--- config.mk ---
export PLATFORM = sky130hd
export DESIGN_NAME = scan_pattern_driver
export DESIGN_NICKNAME = d
export VERILOG_FILES = /design/src/rtl/scan_pattern_driver.sv
export SDC_FILE = /design/constraint.sdc
export NUM_CORES = 1
export LEC_CHECK = 0
export CORE_MARGIN = 10
export CORE_UTILIZATION = 40
export CTS_CLUSTER_DIAMETER = 150
export CTS_CLUSTER_SIZE = 10
export DETAILED_ROUTE_END_ITERATION = 7
export HOLD_SLACK_MARGIN = 0.02
export PLACE_DENSITY = 0.61
export SYNTH_ARGS = -nofsm -noshare
export SYNTH_HDL_FRONTEND = slang
export SYNTH_SLANG_ARGS = --single-unit
--- constraint.sdc ---
create_clock -name BrdClk -period 4.8 [get_ports BrdClk]
set_input_delay 0.72 -clock BrdClk [delete_from_list [all_inputs] [get_ports BrdClk]]
set_output_delay 0.72 -clock BrdClk [all_outputs]
set_load 0.03 [all_outputs]
--- src/rtl/scan_pattern_driver.sv ---
// Scan-test sequencer for a CHAIN_LEN-bit up-counter stage.
// Each accepted start shifts a pattern into the counter's scan chain, pulses the
// counter's increment for the requested number of cycles, then unloads the chain
// and compares the unloaded value against pattern + run cycles (mod 2^CHAIN_LEN).
// All outputs are registered. The next-state logic also produces the next output
// values, so each output changes on the same edge as the state that drives it.
module scan_pattern_driver #(
  parameter int unsigned CHAIN_LEN = 4,
  parameter int unsigned RUN_W     = 8
) (
  input  logic                 BrdClk,
  input  logic                 aReset_n,
  input  logic                 bStart,
  input  logic [CHAIN_LEN-1:0] bPattern,
  input  logic [RUN_W-1:0]     bRunCycles,
  input  logic                 bScanRet,
  output logic                 aScanEn,
  output logic                 bScanIn,
  output logic                 aIncrement,
  output logic                 bBusy,
  output logic                 bDone,
  output logic [CHAIN_LEN-1:0] bCapture,
  output logic                 bPass
);

  localparam int unsigned BitW = $clog2(CHAIN_LEN + 1);
  localparam int unsigned CntW = (RUN_W > BitW) ? RUN_W : BitW;

  typedef enum logic [2:0] {
    StIdle,
    StShiftIn,
    StRun,
    StShiftOut,
    StDone
  } state_e;

  state_e               r_state;
  state_e               w_state_d;
  logic [CntW-1:0]      r_cnt;
  logic [CntW-1:0]      w_cnt_d;
  logic [CHAIN_LEN-1:0] r_pattern;
  logic [RUN_W-1:0]     r_run;
  logic [CHAIN_LEN-1:0] r_expected;
  logic [CHAIN_LEN-1:0] r_shreg;

  logic                 r_scan_en;
  logic                 r_scan_in;
  logic                 r_inc;
  logic                 r_busy;
  logic                 r_done;
  logic [CHAIN_LEN-1:0] r_capture;
  logic                 r_pass;

  logic                 w_accept;
  logic [CHAIN_LEN-1:0] w_pattern;
  logic [CHAIN_LEN-1:0] w_pat_sh;
  logic [CHAIN_LEN-1:0] w_expected;
  logic [CntW-1:0]      w_chain_last;
  logic [CntW-1:0]      w_run_last;
  logic                 w_scan_en_d;
  logic                 w_scan_in_d;
  logic                 w_inc_d;
  logic                 w_busy_d;

  assign w_accept     = (r_state == StIdle) && bStart;
  // On the accepting edge the pattern register is not yet loaded, so drive from the port.
  assign w_pattern    = w_accept ? bPattern : r_pattern;
  assign w_expected   = bPattern + CHAIN_LEN'(bRunCycles);
  assign w_chain_last = CntW'(CHAIN_LEN - 1);
  assign w_run_last   = CntW'(r_run) - CntW'(1);
  // Bit to present in shift-in cycle k is pattern[CHAIN_LEN-1-k]: shift left, take MSB.
  assign w_pat_sh     = w_pattern << w_cnt_d;

  // Next-state and next-output decode.
  always_comb begin
    w_state_d   = r_state;
    w_cnt_d     = r_cnt;
    w_scan_en_d = 1'b0;
    w_scan_in_d = 1'b0;
    w_inc_d     = 1'b0;
    w_busy_d    = 1'b0;

    unique case (r_state)
      StIdle: begin
        if (bStart) begin
          w_state_d = StShiftIn;
          w_cnt_d   = '0;
        end
      end
      StShiftIn: begin
        if (r_cnt == w_chain_last) begin
          w_cnt_d   = '0;
          // A zero run count goes straight to unload.
          w_state_d = (r_run == '0) ? StShiftOut : StRun;
        end else begin
          w_cnt_d = r_cnt + CntW'(1);
        end
      end
      StRun: begin
        if (r_cnt == w_run_last) begin
          w_cnt_d   = '0;
          w_state_d = StShiftOut;
        end else begin
          w_cnt_d = r_cnt + CntW'(1);
        end
      end
      StShiftOut: begin
        if (r_cnt == w_chain_last) begin
          w_cnt_d   = '0;
          w_state_d = StDone;
        end else begin
          w_cnt_d = r_cnt + CntW'(1);
        end
      end
      StDone: begin
        w_state_d = StIdle;
      end
      default: begin
        w_state_d = StIdle;
        w_cnt_d   = '0;
      end
    endcase

    w_busy_d    = (w_state_d != StIdle);
    w_scan_en_d = (w_state_d == StShiftIn) || (w_state_d == StShiftOut);
    w_inc_d     = (w_state_d == StRun);
    // Unload shifts zeros in so the chain is left flushed.
    w_scan_in_d = (w_state_d == StShiftIn) ? w_pat_sh[CHAIN_LEN-1] : 1'b0;
  end

  // State, counter and registered counter-control outputs.
  always_ff @(posedge BrdClk or negedge aReset_n) begin
    if (!aReset_n) begin
      r_state   <= StIdle;
      r_cnt     <= '0;
      r_scan_en <= 1'b0;
      r_scan_in <= 1'b0;
      r_inc     <= 1'b0;
      r_busy    <= 1'b0;
    end else begin
      r_state   <= w_state_d;
      r_cnt     <= w_cnt_d;
      r_scan_en <= w_scan_en_d;
      r_scan_in <= w_scan_in_d;
      r_inc     <= w_inc_d;
      r_busy    <= w_busy_d;
    end
  end

  // Latch the test parameters and the expected result on an accepted start.
  always_ff @(posedge BrdClk or negedge aReset_n) begin
    if (!aReset_n) begin
      r_pattern  <= '0;
      r_run      <= '0;
      r_expected <= '0;
    end else if (w_accept) begin
      r_pattern  <= bPattern;
      r_run      <= bRunCycles;
      r_expected <= w_expected;
    end
  end

  // Capture shift register: samples the pre-shift MSB on each unload edge.
  always_ff @(posedge BrdClk or negedge aReset_n) begin
    if (!aReset_n) begin
      r_shreg <= '0;
    end else if (r_state == StShiftOut) begin
      r_shreg <= {r_shreg[CHAIN_LEN-2:0], bScanRet};
    end
  end

  // Result outputs: publish on leaving DONE, hold until the next accepted start.
  always_ff @(posedge BrdClk or negedge aReset_n) begin
    if (!aReset_n) begin
      r_done    <= 1'b0;
      r_capture <= '0;
      r_pass    <= 1'b0;
    end else begin
      r_done <= (r_state == StDone);
      if (w_accept) begin
        r_capture <= '0;
        r_pass    <= 1'b0;
      end else if (r_state == StDone) begin
        r_capture <= r_shreg;
        r_pass    <= (r_shreg == r_expected);
      end
    end
  end

  assign aScanEn    = r_scan_en;
  assign bScanIn    = r_scan_in;
  assign aIncrement = r_inc;
  assign bBusy      = r_busy;
  assign bDone      = r_done;
  assign bCapture   = r_capture;
  assign bPass      = r_pass;

endmodule

======== Word level (Yosys, flattened, before mapping) ========
Cells that the tools add are included.
storage, ports and cells
  register bits after elaboration ......... 41
  bits of input ports ..................... 16
  output and inout port bits .............. 10
cells by class
  reductions and logical operators ........ 7
  eq/ne operators ......................... 10
  $add $sub $neg .......................... 3
  multiplexer cells ....................... 16
  shift-type cells ........................ 1
operator list
  cell                   count
  $pmux W8 S4            1
  $mux W8                3
  $eq A3 B2 Y1 const B   4
  $mux W3                4
  $mux W4                3
  $pmux W3 S4            1
  $add A8 B1 Y8 const B  1
  $eq A8 B2 Y1 const B   1
  $eq A8 B8 Y1           1
  $logic_not A8 Y1       1
  $shl A4 B8 Y4          1
  $sub A8 B1 Y8 const B  1
  $eq A3 B1 Y1 const B   2
  $add A4 B4 Y4          1
  $eq A4 B4 Y1           1
  $mux W1                4
  $eq A3 B3 Y1 const B   1
  $logic_not A3 Y1       1
  $reduce_bool A3 Y1     1
  $reduce_bool A2 Y1     1
  $reduce_or A2 Y1       1
  $logic_and A1 B1 Y1    1
  $logic_or A1 B1 Y1     1

======== Longest topological paths before layout ========
Gate-level depths: netlist of run 1.
  depth in word-level cells ............... 6
  mapped depth ............................ 10
  depth with buffers taken out ............ 10

======== Worst setup path after synthesis of run 1 ========
No wires, ideal clock.
  path kind ............................... register to register
  from .................................... register r_cnt[0]
  to ...................................... register r_scan_in, in the netlist bScanIn
  library setup time ...................... 0.121 ns
  required time ........................... 4.679 ns
  arrival ................................. 2.334 ns
  setup slack ............................. 2.345 ns
  clock period less this slack ............ 2.455 ns
  buffers on the path ..................... 0
  stages on the path, launching flop included .. 10
  cells stage by stage .................... dfrtp_1 -> ha_1 -> or2b_2 -> or3_1 -> and2_0 -> a31oi_1 -> nor3_1 -> a211o_1 -> mux2_1 -> nor4bb_1
between the ends
  longest elaborated chain between the ends .. 5
  elaborated cells on any way between the ends .. 14
ends and longest elaborated chain
  item                                   RTL line      RTL
  start: declaration                     39            logic [CntW-1:0] r_cnt;
  start signal: assignment               142           r_cnt <= w_cnt_d;
  $add A8 B1 Y8 (tied with other cells)  96, 104, 112
  $mux W8 (on tied branches)             91, 108, 100
  $pmux W8 S4 (*)                        83            unique case (r_state)
  net w_cnt_d[0]                         40            logic [CntW-1:0] w_cnt_d;
  $shl A4 B8 Y4 (*)                      72            assign w_pat_sh = w_pattern << w_cnt_d;
  $mux W1 (*)                            128           w_scan_in_d = (w_state_d == StShiftIn) ? w_pat_sh[CHAIN_LEN-1] : 1'b0;
  net w_scan_in_d                        61            logic w_scan_in_d;
  end signal: assignment                 144           r_scan_in <= w_scan_in_d;
  end: declaration                       47            logic r_scan_in;
The timed path passes the listed nets; every way through them passes the cells marked *.
A chain may end at the register's enable or synchronous reset.

======== Worst setup path after layout of run 1 ========
  from .................................... register r_run[2]
  to ...................................... register r_scan_in, in the netlist bScanIn
between the ends
  longest elaborated chain between the ends .. 6
  elaborated cells on any way between the ends .. 12
ends and longest elaborated chain
  item                                               RTL line  RTL
  start: declaration                                 42        logic [RUN_W-1:0] r_run;
  start signal: assignment                           158       r_run <= bRunCycles;
  $sub A8 B1 Y8 or $logic_not A8 Y1 (tied branches)  70, 94
  $eq A8 B8 Y1 or $mux W1 (tied branches)            100, 94
  $mux W3 (on tied branches)                         100, 91
  $pmux W3 S4 (*)                                    83
  net w_state_d[0]                                   38        state_e w_state_d;
  $eq A3 B1 Y1 (*)                                   128
  $mux W1 (*)                                        128
  net w_scan_in_d                                    61
Marked as above.

==> results_dict.tcl, run 1 <==
set metrics [dict create \
    status "finished, final reports clean" \
    leakage_nw 1.23 \
    die_x_um 97.1 \
    antenna_cells 0 \
    syn_nets 277 \
    place_hpwl_mm 4.19 \
    path_clk_slew_ns 0.09 \
    grt_pass1_vias 1968 \
    ys_types 53 \
    area_growth_pct 15.2 \
    fin_crit_sh 0.585 \
    final_area_sq_um 2740 \
    clockBufferDepth 2 \
    setup_violations 0 \
    ff2ff_setup_slack_ns 1.99 \
    cp.required_ns 5.00 \
    synth_edf_count 0 \
    wirelength_mm 5.51 \
    synthTopCellsByArea "dfrtp_1 (43%), nand2_1 (7.6%), xor2_1 (4.4%)" \
    routed_via_density 5.40 \
    postCtsSetupBuffers 0 \
    worst_pin_slew_ns 0.898 \
    wl_per_cell_um 15.6 \
    fin_nets 301 \
    setup_tns_ns 0 \
    crit_arrival_ns 3.01 \
    cts.sinks 41 \
    p_seq_frac 0.376 \
    power_density_nw_per_um2 610 \
    syn_avg_cell_area_sq_um 9.37 \
    min_period_ns 2.81 \
    critPathMaxFanout 8 \
    cts_resized 0 \
    postCtsHoldBufs 0 \
    drt_iter0_drc 142 \
    p_switching_w 0.000732 \
    p_int_w 0.000940 \
    antenna_found_initial 0 \
    synth_top_area_cell "dfrtp_1" \
    synth_top_area_frac 0.431 \
    vias 1911 \
    drive_gt1_frac 0.0860 \
    clock_latency_ns 0.30 \
    syn_inst 254 \
    placed_cell_area_sq_um 2650 \
    cts_made_buffers 5 \
    max_freq_mhz 356 \
    grt_max_degree 42 \
    path_class "flop to flop" \
    postRouteAntennaNets 0 \
    die_h_um 97.1 \
    clkPwrFrac 0.141 \
    slew_headroom 0.401 \
    share_comb_of_total_power 0.483 \
    layout_common_cells "nand2_1 (48), dfrtp_1 (41), clkdlybuf4s50_1 (24), o21ai_0 (13)" \
    drv_cap 0 \
    synth-seq-cells 41 \
    fin_skew_ns 0.0105 \
    final_common_cell "nand2_1" \
    p_sw_frac 0.438 \
    grt_overflow 0 \
    firstDrtPassIters 4 \
    rows 28 \
    hp-class "flop to flop" \
    post-route-drc-count 0 \
    hold_viol 0 \
    syn_area_sq_um 2380 \
    yosysWarnings 0 \
    crit_path_start_kind "flop" \
    core_sq_um 5850 \
    cts_tree "done" \
    place.gp.congestion 0.894 \
    rsz0062_at_grt "false" \
    seq_area_frac_synth 0.431 \
    grt_pass1_wl_mm 9.78 \
    cts-htree-levels 2 \
    start_util 0.407 \
    portBuffers 25 \
    maxSlewViolCount 0 \
    io_pins 26 \
    cts-root-buf "clkbuf_8" \
    worst_setup_path_end_kind "flop" \
    die_area_sq_um 9430 \
    synth_ff_type "dfrtp_1" \
    worst_ir_drop_vdd_mv 0.293 \
    ys_async_sr_fraction 1.00 \
    grtUsageTotal 0.122 \
    final_util 0.469 \
]
==> area by class of cell <==
class | count | area [sq um]
fill | 575 | 3110
multi-input combinational | 194 | 1240
sequential | 41 | 1030
timing repair buffer | 26 | 253
tap | 75 | 93.8
clock buffer | 5 | 68.8
inverter | 10 | 37.5
clock inverter | 3 | 25.0
==> metal layers <==
metal / up-vias / GRT usage / share of wire / wire (um)
li1: 955 / - / - / -
met1: 899 / 0.160 / 0.47 / 2570
met2: 49 / 0.197 / 0.47 / 2610
met3: 8 / 0.0220 / 0.051 / 280
met4: 0 / 0.0397 / 0.010 / 57
met5: - / 0 / 0 / 0
==> flip-flops by register name (all words and copies together), names as in the netlist <==
signal and cells:
bCapture 4, bDone 1, bBusy 1, r_expected 4, r_cnt 8, r_state 3
r_run 8, r_shreg 4, bScanIn 1, aIncrement 1, aScanEn 1, bPass 1
r_pattern 4
==> path summary, 6_finish.rpt <==
kind / from / endpoint / cells past startpoint
max: r_run[2] / bScanIn / 8
min: r_expected[0] / r_expected[0] / 2
max reg2reg: r_run[2] / bScanIn / 8
min reg2reg: r_expected[0] / r_expected[0] / 2
max in group asynchronous: aReset_n / r_run[6] / 1
min in group asynchronous: aReset_n / r_cnt[5] / 1
==> metrics by stage <==
| stage | setup slack (ns) | hold slack, ns | instances | power (W) |
|---|---|---|---|---|
| 4_1_cts | 1.96 | 0.510 | 354 | 0.00169 |
| 2_1_floorplan | 2.34 | 0.424 | 254 | 0.00125 |
| 5_1_grt | 1.63 | 0.525 | 354 | 0.00183 |
| 6_report | 1.99 | 0.501 | 354 | 0.00167 |
| 3_3_place_gp | 1.74 | 0.486 | 346 | 0.00142 |
| 3_5_place_dp | 1.71 | 0.486 | 346 | 0.00144 |
==> power by group through the flow <==
stage	Sequential [W]	Clock, W	Combinational [W]
2_1_floorplan	0.000594	0	0.000656
3_3_place_gp	0.000633	0	0.000791
3_5_place_dp	0.000636	0	0.000807
4_1_cts	0.000629	0.000245	0.000812
5_1_grt	0.000653	0.000259	0.000914
6_report	0.000629	0.000236	0.000807
==> cells in the mapped netlist, drive strengths merged, types with 2 or more instances <==
library cell  instances
ha                    6
nor4                  6
nand3                12
nor2                 11
nand2                48
o21a                  2
a21o                  4
a31oi                 3
nor3                 10
o211ai                4
a21oi                 6
inv                  10
clkbuf                7
or2                   2
a22o                  6
dfrtp                41
a211o                 2
o21ai                14
and3                  6
a211oi                2
or3                   3
mux2                  5
a32oi                 2
o32ai                 2
nor2b                 2
xor2                 12
buf                   2
o22ai                 2
nand2b                3
xnor2                 6
or4                   2
==> worst max-delay path: stages, from the launching register on <==
cell and delay, ns:
dfrtp_1 0.47, nor4_1 0.47, nand3_1 0.16, xnor2_1 0.19, nor4_2 0.63, a211o_1 0.23
and3_4 0.21, nand4_1 0.08, nor4bb_1 0.26
==> cell families (layout without fill, tap and decap cells) <==
group / after synthesis / count (layout) / synth area share
AOI/OAI and AO/OA: 54 / 54 / 0.161
xor gates and xnor gates: 18 / 18 / 0.0662
adders and majority gates: 7 / 7 / 0.0400
buffers and inverters: 19 / 44 / 0.0489
DFF: 41 / 41 / 0.431
muxes: 5 / 5 / 0.0237
and+or+nand+nor: 110 / 110 / 0.229
Note: power is estimated with default switching activity, not from simulation.
==> inputs of run 2 (changes only) <==
clock period = 2.6 ns   (was 4.8 ns; I/O delays follow)
==> results_dict.tcl, run 2 (synthesized netlist as in run 1, its figures left out) <==
set metrics [dict create \
    maxSlewViolCount 0 \
    setup_tns_ns 0 \
    critPathMaxFanout 3 \
    cp.required_ns 2.80 \
    final_common_cell "nand2_1" \
    grt_max_degree 42 \
    drt_iter0_drc 155 \
    worst_ir_drop_vdd_mv 0.458 \
    path_clk_slew_ns 0.09 \
    worst_pin_slew_ns 0.908 \
    start_util 0.407 \
    post-place-ws_ns 0.0586 \
    clock_latency_ns 0.30 \
    max_freq_mhz 400 \
    layout_common_cells "nand2_1 (48), dfrtp_1 (41), clkdlybuf4s50_1 (24), buf_4 (22), o21ai_0 (13)" \
    area_growth_pct 23.7 \
    cp_top_family "simple AND/OR/NAND/NOR gates" \
    grtUsageTotal 0.122 \
    critical_path.slowest_cell "dfrtp_1" \
    antenna_cells 0 \
    place.gp.congestion 0.936 \
    place_hpwl_mm 4.34 \
    hold_viol 0 \
    rsz0062_at_grt "false" \
    drv_cap 0 \
    crit_path_start_kind "flop" \
    worst_setup_path_end_kind "flop" \
    io_pins 26 \
    worst_slack_ns 0.101 \
    cts_made_buffers 5 \
    crit_arrival_ns 2.70 \
    grt_pass1_wl_mm 9.59 \
    hp-class "input pin to asynchronous set/reset pin" \
    clockBufferDepth 2 \
    fin_crit_sh 0.961 \
    cts.sinks 41 \
    cts-htree-levels 2 \
    min_period_ns 2.50 \
    slew_headroom 0.395 \
    grt_pass1_vias 1937 \
    reg_top3 "r_cnt (8), r_run (8)" \
    rows 28 \
    fin_skew_ns 0.00780 \
    setup_violations 0 \
    postRouteAntennaNets 0 \
    post-route-drc-count 0 \
    ff2ff_setup_slack_ns 0.10 \
    grt_overflow 0 \
    portBuffers 25 \
    core_sq_um 5850 \
    crit_path_cell_trace "ha_2, or2b_2, or3_1, and2_0, a31oi_1, nor3_1, a211o_1, mux2_1, nor4bb_1" \
    die_area_sq_um 9430 \
    die_h_um 97.1 \
    vias 1999 \
    hold_ws_ns 0.213 \
    drive_gt1_frac 0.170 \
    die_x_um 97.1 \
    wirelength_mm 5.74 \
    power_density_nw_per_um2 1150 \
    leakage_nw 1.35 \
    fillCellCount 549 \
    status "finished, final reports clean" \
    final_util 0.503 \
    antenna_found_initial 0 \
    fin_nets 322 \
    max_stage_delay_ns 0.37 \
    cts-root-buf "clkbuf_8" \
    critPathBufInv 0 \
    path_class "flop to flop" \
    cts_tree "done" \
    wl_per_cell_um 15.3 \
    firstDrtPassIters 5 \
    routed_via_density 5.33 \
]
[run 2: path summary, 6_finish.rpt]
check / start / cells past startpoint / end
setup / recovery: r_cnt[1] / 9 / bScanIn
hold / removal: aReset_n / 1 / r_cnt[7]
setup reg to reg: r_cnt[1] / 9 / bScanIn
hold reg to reg: bCapture[1] / 1 / bCapture[1]
max in group asynchronous: aReset_n / 1 / r_pattern[1]
min in group BrdClk: bCapture[1] / 1 / bCapture[1]
[run 2: report_power, final]
| group | switching [W] | total (W) | internal, W |
|---|---|---|---|
| combinational | 0.00101 | 0.00188 | 0.000868 |
| clock | 0.000242 | 0.000428 | 0.000186 |
| sequential | 0.000200 | 0.00107 | 0.000873 |
[run 2: layout make-up]
cell class | count | area [sq um] | area share
tap | 75 | 93.8 | 0.0319
inverter | 10 | 37.5 | 0.0128
timing repair buffer | 47 | 410 | 0.139
clock inverter | 3 | 17.5 | 0.00595
sequential | 41 | 1030 | 0.349
clock buffer | 5 | 68.8 | 0.0234
multi-input combinational | 194 | 1290 | 0.438
[run 2: routing by layer]
metal  share of wire  track usage  wire length, um
met1            0.47        0.157             2730
met2            0.45        0.191             2610
met3           0.052       0.0306              299
met4           0.018       0.0477              103
met5               0            0                0
[run 2: worst reg2reg max path, cell delays in order (launching register included)]
cell and delay (ns):
dfrtp_1 0.37, ha_2 0.20, or2b_2 0.33, or3_1 0.36
and2_0 0.16, a31oi_1 0.18, nor3_1 0.06, a211o_1 0.25
mux2_1 0.34, nor4bb_1 0.13
[run 2: per-stage QoR]
stage               cells  area, sq um  power [W]
floorplan             254         2380    0.00231
global placement      364         2780    0.00282
detailed placement    364         2780    0.00284
CTS                   372         2870    0.00327
global route          375         2940    0.00365
finish                375         2940    0.00338
[run 2: timing repair]
action / 4_1_cts / 5_1_grt
resized for setup: 0 / 8
setup endpoints to repair: 0 / 1
buffers inserted: 0 / 3
hold buffers: 0 / 0
